**config.mk**
```make
export PLATFORM = sky130hd
export DESIGN_NAME = binary_game_timed
export DESIGN_NICKNAME = d
export VERILOG_FILES = /design/src/rtl/binary_game_timed.sv
export SDC_FILE = /design/constraint.sdc
export NUM_CORES = 1
export LEC_CHECK = 0
export CAP_MARGIN = 20
export CORE_ASPECT_RATIO = 2
export CORE_UTILIZATION = 50
export DETAILED_ROUTE_END_ITERATION = 16
export PLACE_DENSITY = 0.83
export SYNTH_ARGS = -nofsm -noshare
export SYNTH_HDL_FRONTEND = slang
export SYNTH_SLANG_ARGS = --single-unit
```
**constraint.sdc**
```tcl
create_clock -name Clk -period 5.72 [get_ports Clk]
set_input_delay 1.43 -clock Clk [delete_from_list [all_inputs] [get_ports Clk]]
set_output_delay 1.43 -clock Clk [all_outputs]
set_load 0.02 [all_outputs]
```
**src/rtl/binary_game_timed.sv**
```systemverilog
// Binary-number game: ring menu, timed Play and untimed Practice rounds.
// LFSR-sourced WIDTH-bit targets, saturating score and Play high score.
module binary_game_timed #(
    parameter int          WIDTH       = 8,
    parameter int          SCORE_W     = 8,
    parameter int          ROUND_TICKS = 1000,
    parameter logic [15:0] LFSR_SEED   = 16'hACE1,
    localparam int         TW          = $clog2(ROUND_TICKS + 1)
) (
    input  logic               Clk,
    input  logic               Reset_n,
    input  logic               CEN,
    input  logic               Select,
    input  logic               Quit,
    input  logic               selectLeft,
    input  logic               selectRight,
    input  logic [WIDTH-1:0]   userNumber,
    output logic [WIDTH-1:0]   outputNumber,
    output logic [SCORE_W-1:0] score,
    output logic [SCORE_W-1:0] highScore,
    output logic [TW-1:0]      timeLeft,
    output logic               practiceMode,
    output logic               correctPulse,
    output logic               wrongPulse,
    output logic [9:0]         q_state
);

    localparam int S_INIT   = 0;
    localparam int S_MPLAY  = 1;
    localparam int S_MPRAC  = 2;
    localparam int S_MSCORE = 3;
    localparam int S_MQUIT  = 4;
    localparam int S_RSTART = 5;
    localparam int S_ROUND  = 6;
    localparam int S_RDONE  = 7;
    localparam int S_SCORES = 8;
    localparam int S_DONE   = 9;

    localparam logic [9:0] ST_INIT   = 10'b00_0000_0001;
    localparam logic [9:0] ST_MPLAY  = 10'b00_0000_0010;
    localparam logic [9:0] ST_MPRAC  = 10'b00_0000_0100;
    localparam logic [9:0] ST_MSCORE = 10'b00_0000_1000;
    localparam logic [9:0] ST_MQUIT  = 10'b00_0001_0000;
    localparam logic [9:0] ST_RSTART = 10'b00_0010_0000;
    localparam logic [9:0] ST_ROUND  = 10'b00_0100_0000;
    localparam logic [9:0] ST_RDONE  = 10'b00_1000_0000;
    localparam logic [9:0] ST_SCORES = 10'b01_0000_0000;
    localparam logic [9:0] ST_DONE   = 10'b10_0000_0000;

    localparam logic [TW-1:0]      RT      = TW'(ROUND_TICKS);
    localparam logic [SCORE_W-1:0] SC_MAX  = {SCORE_W{1'b1}};
    localparam logic [15:0]        TAPS    = 16'hB400;

    logic [9:0]         state_q, state_d;
    logic [15:0]        lfsr_q, lfsr_d;
    logic [WIDTH-1:0]   target_q, target_d;
    logic [SCORE_W-1:0] score_q, score_d;
    logic [SCORE_W-1:0] hs_q, hs_d;
    logic [TW-1:0]      time_q, time_d;
    logic               prac_q, prac_d;
    logic               cp_q, cp_d;
    logic               wp_q, wp_d;

    logic legal, multi, hit, in_round, menu_sel;

    assign legal    = (state_q != '0) &&
                      ((state_q & (state_q - 10'd1)) == '0);
    assign multi    = (Select & selectLeft) | (Select & selectRight) |
                      (selectLeft & selectRight);
    assign hit      = (userNumber == target_q);
    assign in_round = legal && state_q[S_ROUND];
    assign menu_sel = CEN && Select && !multi;

    always_ff @(posedge Clk or negedge Reset_n) begin
        if (!Reset_n) begin
            state_q  <= ST_INIT;
            lfsr_q   <= LFSR_SEED;
            target_q <= '0;
            score_q  <= '0;
            hs_q     <= '0;
            time_q   <= '0;
            prac_q   <= 1'b0;
            cp_q     <= 1'b0;
            wp_q     <= 1'b0;
        end else begin
            state_q  <= state_d;
            lfsr_q   <= lfsr_d;
            target_q <= target_d;
            score_q  <= score_d;
            hs_q     <= hs_d;
            time_q   <= time_d;
            prac_q   <= prac_d;
            cp_q     <= cp_d;
            wp_q     <= wp_d;
        end
    end

    // Corrupted state recovers immediately, regardless of CEN.
    always_comb begin
        state_d = state_q;
        if (!legal) begin
            state_d = ST_INIT;
        end else if (CEN) begin
            unique case (1'b1)
                state_q[S_INIT]:
                    if (Select) state_d = ST_MPLAY;
                state_q[S_MPLAY]:
                    if (!multi) begin
                        if (Select)           state_d = ST_RSTART;
                        else if (selectRight) state_d = ST_MPRAC;
                        else if (selectLeft)  state_d = ST_MQUIT;
                    end
                state_q[S_MPRAC]:
                    if (!multi) begin
                        if (Select)           state_d = ST_RSTART;
                        else if (selectRight) state_d = ST_MSCORE;
                        else if (selectLeft)  state_d = ST_MPLAY;
                    end
                state_q[S_MSCORE]:
                    if (!multi) begin
                        if (Select)           state_d = ST_SCORES;
                        else if (selectRight) state_d = ST_MQUIT;
                        else if (selectLeft)  state_d = ST_MPRAC;
                    end
                state_q[S_MQUIT]:
                    if (!multi) begin
                        if (Select)           state_d = ST_DONE;
                        else if (selectRight) state_d = ST_MPLAY;
                        else if (selectLeft)  state_d = ST_MSCORE;
                    end
                state_q[S_RSTART]:
                    state_d = ST_ROUND;
                state_q[S_ROUND]:
                    if (Quit)
                        state_d = ST_RDONE;
                    else if (Select)
                        state_d = hit    ? ST_RSTART :
                                  prac_q ? ST_ROUND  : ST_RDONE;
                    else if (!prac_q && time_q <= TW'(1))
                        state_d = ST_RDONE;
                state_q[S_RDONE]:
                    if (Select) state_d = ST_SCORES;
                state_q[S_SCORES]:
                    if (Quit) state_d = ST_MSCORE;
                state_q[S_DONE]:
                    if (Select) state_d = ST_INIT;
                default:
                    state_d = ST_INIT;
            endcase
        end
    end

    always_comb begin
        lfsr_d   = {1'b0, lfsr_q[15:1]} ^ (lfsr_q[0] ? TAPS : 16'h0);
        target_d = target_q;
        score_d  = score_q;
        hs_d     = hs_q;
        time_d   = time_q;
        prac_d   = prac_q;
        cp_d     = 1'b0;
        wp_d     = 1'b0;
        if (legal && menu_sel && state_q[S_MPLAY]) begin
            score_d = '0;
            prac_d  = 1'b0;
        end
        if (legal && menu_sel && state_q[S_MPRAC]) begin
            score_d = '0;
            prac_d  = 1'b1;
        end
        if (legal && CEN && state_q[S_RSTART]) begin
            target_d = lfsr_q[WIDTH-1:0];
            time_d   = RT;
        end
        if (in_round && CEN) begin
            if (Quit) begin
                time_d = time_q;
            end else if (Select) begin
                cp_d = hit;
                wp_d = !hit;
                if (hit && score_q != SC_MAX)
                    score_d = score_q + SCORE_W'(1);
            end else if (!prac_q && time_q != '0) begin
                time_d = time_q - TW'(1);
            end
            // Score never changes on the way into ROUND_DONE.
            if (state_d == ST_RDONE && !prac_q && score_q > hs_q)
                hs_d = score_q;
        end
    end

    always_comb begin
        outputNumber = in_round ? target_q : '0;
        score        = score_q;
        highScore    = hs_q;
        timeLeft     = time_q;
        practiceMode = prac_q;
        correctPulse = cp_q;
        wrongPulse   = wp_q;
        q_state      = state_q;
    end

endmodule

```
After elaboration in Yosys (flattened, before gate mapping)
Index checks and enable logic that the tools add are counted.

Equality and inequality tests: 4. Add/subtract/negate cells: 3. Order comparisons: 2. Bitwise logic cells: 7. Mux-type cells: 49. Reductions and logical operators: 23.

Operator list (count): two-way mux 10 bit (10); case mux 10 bit (10 select lines) (1); two-way mux 8 bit (12); two-way mux 9 bit (4); two-way mux 5 bit (5); two-way mux 6 bit (4); nonzero test 10 bit (2); subtractor 10 x 1 -> 10 bit (second input constant) (2); two-way mux 16 bit (1); XOR 15 x 16 -> 16 bit (1); logical AND 1 bit (15); AND 10 bit (1); equality test 10 x 8 -> 1 bit (second input constant) (1); less-or-equal comparator 10 x 1 -> 1 bit (second input constant) (1); logical NOT 10 bit (1); adder 8 x 1 -> 8 bit (second input constant) (1); equality test 8 bit (1); greater-than comparator 8 bit (1); two-way mux 1 bit (8); two-way mux 4 bit (2); != test 8 bit (second input constant) (1); AND 1 bit (3); logical NOT 1 bit (3); two-way mux 3 bit (1); 5 further kinds (6).

Flip-flop bits (word level): 63. Output and inout port bits: 47. Input bits: 15.

Longest topological paths before layout
Depth in word-level cells: 13. Depth in mapped cells: 9.

Least setup slack after synthesis
Ideal clock, no wire load.

Kind: register -> output. From: register state_q[1], in the netlist q_state[1]. To: output outputNumber[0]. Arrival: 2.356 ns. Stages on the path, launching flop included: 8. Path buffers: 1. Slack: 1.934 ns. Data required time: 4.290 ns. Path through: dfrtp_1 > clkbuf_1 > or4_4 > or3_1 > a21oi_1 > o22ai_1 > nor3b_1 > and2_1.

Cells in the longest elaborated chain, start to end: 6. Elaborated cells between the ends (all ways): 7. Those cells by class: add/sub: 1; mux: 1; bitwise: 1; reduce/logical: 4.

Ends and longest elaborated chain: start: declaration (line 54) `logic [9:0] state_q, state_d;`; start signal: assignment (line 86) `state_q <= state_d;`; subtractor 10 x 1 -> 10 bit (line 67) `((state_q & (state_q - 10'd1)) == '0);`; AND 10 bit (line 67); logical NOT 10 bit (line 67); logical AND 1 bit (*) (line 66) `assign legal = (state_q != '0) &&`; logical AND 1 bit (*) (line 71) `assign in_round = legal && state_q[S_ROUND];`; two-way mux 8 bit (*) (line 192) `outputNumber = in_round ? target_q : '0;`; end: declaration (line 18) `output logic [WIDTH-1:0] outputNumber,`.

Every way passes the cells marked *; elsewhere a longest branch is shown, timed or not.

Final worst setup path
From: register state_q[2], in the netlist q_state[2]. To: output outputNumber[0].

Same word-level chain as after synthesis.

==> flow_summary.json <==
{
  "status": "complete, no violations",
  "cp_max_fo": 9,
  "hpwlAfterDp_um": 5500,
  "synthCells": 321,
  "drv_slew": 0,
  "synth_top_family_by_area": "simple AND/OR/NAND/NOR gates",
  "clkSlewWorstSetupHoldPaths_ns": 0.05,
  "endpoint": "outputNumber[0]",
  "postCtsSetupBuffers": 0,
  "start_util": 0.521,
  "power_density_mw_per_mm2": 327,
  "holdBufCountCts": 0,
  "synth_edf_count": 0,
  "leakagePower_nw": 1.94,
  "crit_start": "q_state[2]",
  "ant_nets": 0,
  "start_kind": "register",
  "insertedDiodeCount": 0,
  "drt_first_pass_iters": 4,
  "grt_pass1_wl_um": 12900,
  "r2r_end": "score[7]",
  "syn_nets": 348,
  "ys_ff_latch": 63,
  "vias": 2687,
  "synth_xor_area_frac": 0.0427,
  "fmax_ghz": 0.200,
  "io_buffers": 61,
  "crit_path_cell_trace": "or4_4, or3_1, a21oi_1, o22ai_1, nor3b_1, and2_1, clkdlybuf4s50_1",
  "antenna_found_initial": 0,
  "fin_crit_sh": 0.872,
  "grt_start_max_net_pins": 64,
  "place_ws_ns": 1.02,
  "htreeDepth": 3,
  "synth_compound_area_frac": 0.128,
  "final_layout_size_suffix_gt1_frac": 0.136,
  "grt_pass1_vias": 2687,
  "pin_count": 62,
  "ir_worst_vdd_mv": 0.259,
  "cp.required_ns": 4.29,
  "async_reset_ff_frac": 1.00,
  "synth_mux_area_frac": 0.0613,
  "reg2reg_slack_ns": 2.39,
  "cp_top_family": "simple AND/OR/NAND/NOR gates",
  "synth.largest_area_cell": "dfrtp_1",
  "reg2reg_from": "q_state[2]",
  "synth.top_cell.area_share": 0.411,
  "viasPerCell": 5.64,
  "fin_cells": 476,
  "final_net_count": 412,
  "dieArea_mm2": 0.00692,
  "coreArea_mm2": 0.00631,
  "cp_slowest_cell": "nor3b_1",
  "syn-mean-instance-area_um2": 10.2,
  "path_buf_inv": 1,
  "rsz0062_at_grt": "false",
  "setup_viol": 0,
  "yosys_warnings": 0,
  "maxSlewHeadroom": 0.432,
  "cts_resized": 0,
  "drcViolationCount": 0,
  "overflow": 0,
  "fin_skew_ns": 0.00511,
  "hold_violations": 0,
  "numCtsBuffers": 9,
  "r2r_cells": 7,
  "hold_class": "register to register",
  "clk_latency_ns": 0.33,
  "tns_ns": 0,
  "total_power_mw": 1.40,
  "arrival_ns": 3.56,
  "drt-initial-drc-count": 221,
  "min_period_ns": 4.99,
  "setup_ws_ns": 0.731,
  "syn2layout_area_growth_pct": 30.2,
  "cap_violations": 0,
  "wl_per_cell_um": 16.2,
  "syn_area_mm2": 0.00328,
  "fp-row-count": 41,
  "cts-root-buf": "clkbuf_16",
  "clock_sinks": 63,
  "die-height_um": 117,
  "slowest_delay_ns": 0.74,
  "worst_slew_pin_slew_ns": 0.850,
  "critPathCaptureType": "primary output",
  "routed_wl_um": 7690,
  "fin_hold_ws_ns": 0.354,
  "tritoncts": "done",
  "gp_congestion": 0.891,
  "gr-usage-all-layers": 0.255,
  "die_w_um": 59.3,
  "critical_path_depth": 7,
  "crit_type": "register to primary output",
  "place_inst": 459,
  "yosys.area_share.simple": 0.203,
  "seq_area_frac_synth": 0.483,
  "cts.path.max_buffers": 2,
  "ys.flop_type": "dfrtp_1",
  "synthAdderAreaFrac": 0.0518,
  "synth_top_cells_by_area": "dfrtp_1 (41%), dfstp_2 (7.2%), mux2_2 (5.8%), ha_1 (4.6%), xor2_1 (3.7%)",
  "yosys.cell_types.count": 51
}
[cells by family after synthesis]
kind of cell | Yosys count
multiplexers | 18
AO/OA/AOI/OAI | 57
flip-flops | 63
AND/OR/NAND/NOR | 127
XOR/XNOR | 16
adder cells (fa/ha/maj) | 14
buffers and inverters | 26
[through the flow]
stage	util	cell area, um^2
detailed placement	0.629	3970
global placement	0.629	3970
floorplan	-	3280
global route	0.678	4280
CTS	0.676	4270
finish	0.678	4280
[power breakdown]
part           leakage, nW  switching (mW)  total [mW]  internal, mW
sequential           0.833          0.0470       0.523         0.476
combinational        0.957           0.196       0.341         0.145
clock                0.145           0.198       0.535         0.337
total                 1.94           0.441        1.40         0.958
[flip-flops by register name, indices dropped and copies added, names as in the netlist]
name / cells
lfsr_q: 16
q_state: 10
timeLeft: 10
highScore: 8
score: 8
target_q: 8
correctPulse: 1
practiceMode: 1
wrongPulse: 1
[per-layer routing]
metal | share of wire | GRT usage | up-vias
li1 | - | - | 1273
met1 | 0.38 | 0.295 | 1300
met2 | 0.53 | 0.415 | 85
met3 | 0.041 | 0.0498 | 29
met4 | 0.048 | 0.171 | 0
met5 | 0 | 0 | -
[final cells by class]
| type | count | area (um^2) |
|---|---|---|
| multi-input cells | 232 | 1600 |
| well taps | 86 | 108 |
| clock buffers | 9 | 225 |
| clock inverters | 7 | 73.8 |
| fillers | 524 | 2030 |
| flip-flops and latches | 63 | 1590 |
| repair buffers | 64 | 628 |
| inverters | 15 | 56.3 |
[placed cells by master (no fill, tap or decap), types with 3 or more instances in the layout]
master / n
a22oi_1: 5
or3_1: 6
mux2_2: 17
clkdlybuf4s50_1: 60
inv_1: 15
and2_1: 11
clkinv_4: 3
o21ai_0: 5
nand3_1: 10
buf_4: 3
ha_1: 12
nor2b_1: 4
or4_1: 3
dfrtp_1: 54
nor3b_1: 5
clkbuf_16: 9
xor2_1: 14
nor2_1: 29
a21oi_1: 13
a211oi_1: 3
nor3_1: 9
o221a_2: 3
nand4b_1: 3
nand4_1: 5
nand2_1: 25
a21o_1: 7
dfstp_2: 9
nand2b_1: 6
[synthesized netlist by cell type, types with 3 or more instances]
library cell and number:
dfrtp_1 54, nor2_1 29, nand2_1 25, mux2_2 17, inv_1 15, xor2_1 14
a21oi_1 13, ha_1 12, and2_1 11, nand3_1 10, clkbuf_1 9, dfstp_2 9
nor3_1 9, a21o_1 7, nand2b_1 6, or3_1 6, a22oi_1 5, nand4_1 5
nor3b_1 5, o21ai_0 5, nor2b_1 4, a211oi_1 3, nand4b_1 3, o221a_2 3
or4_1 3
[how the worst min path moves through the flow]
stage	slack (ns)	depth (start not counted)	from	to
after CTS	0.36	0	lfsr_q[9]	lfsr_q[8]
after floorplan	0.33	0	lfsr_q[9]	lfsr_q[8]
after global placement	0.34	0	lfsr_q[8]	lfsr_q[7]
after global routing	0.36	0	lfsr_q[9]	lfsr_q[8]
final	0.35	0	lfsr_q[9]	lfsr_q[8]
after detailed placement	0.34	0	lfsr_q[9]	lfsr_q[8]
Power figures use the tool's default switching activity.
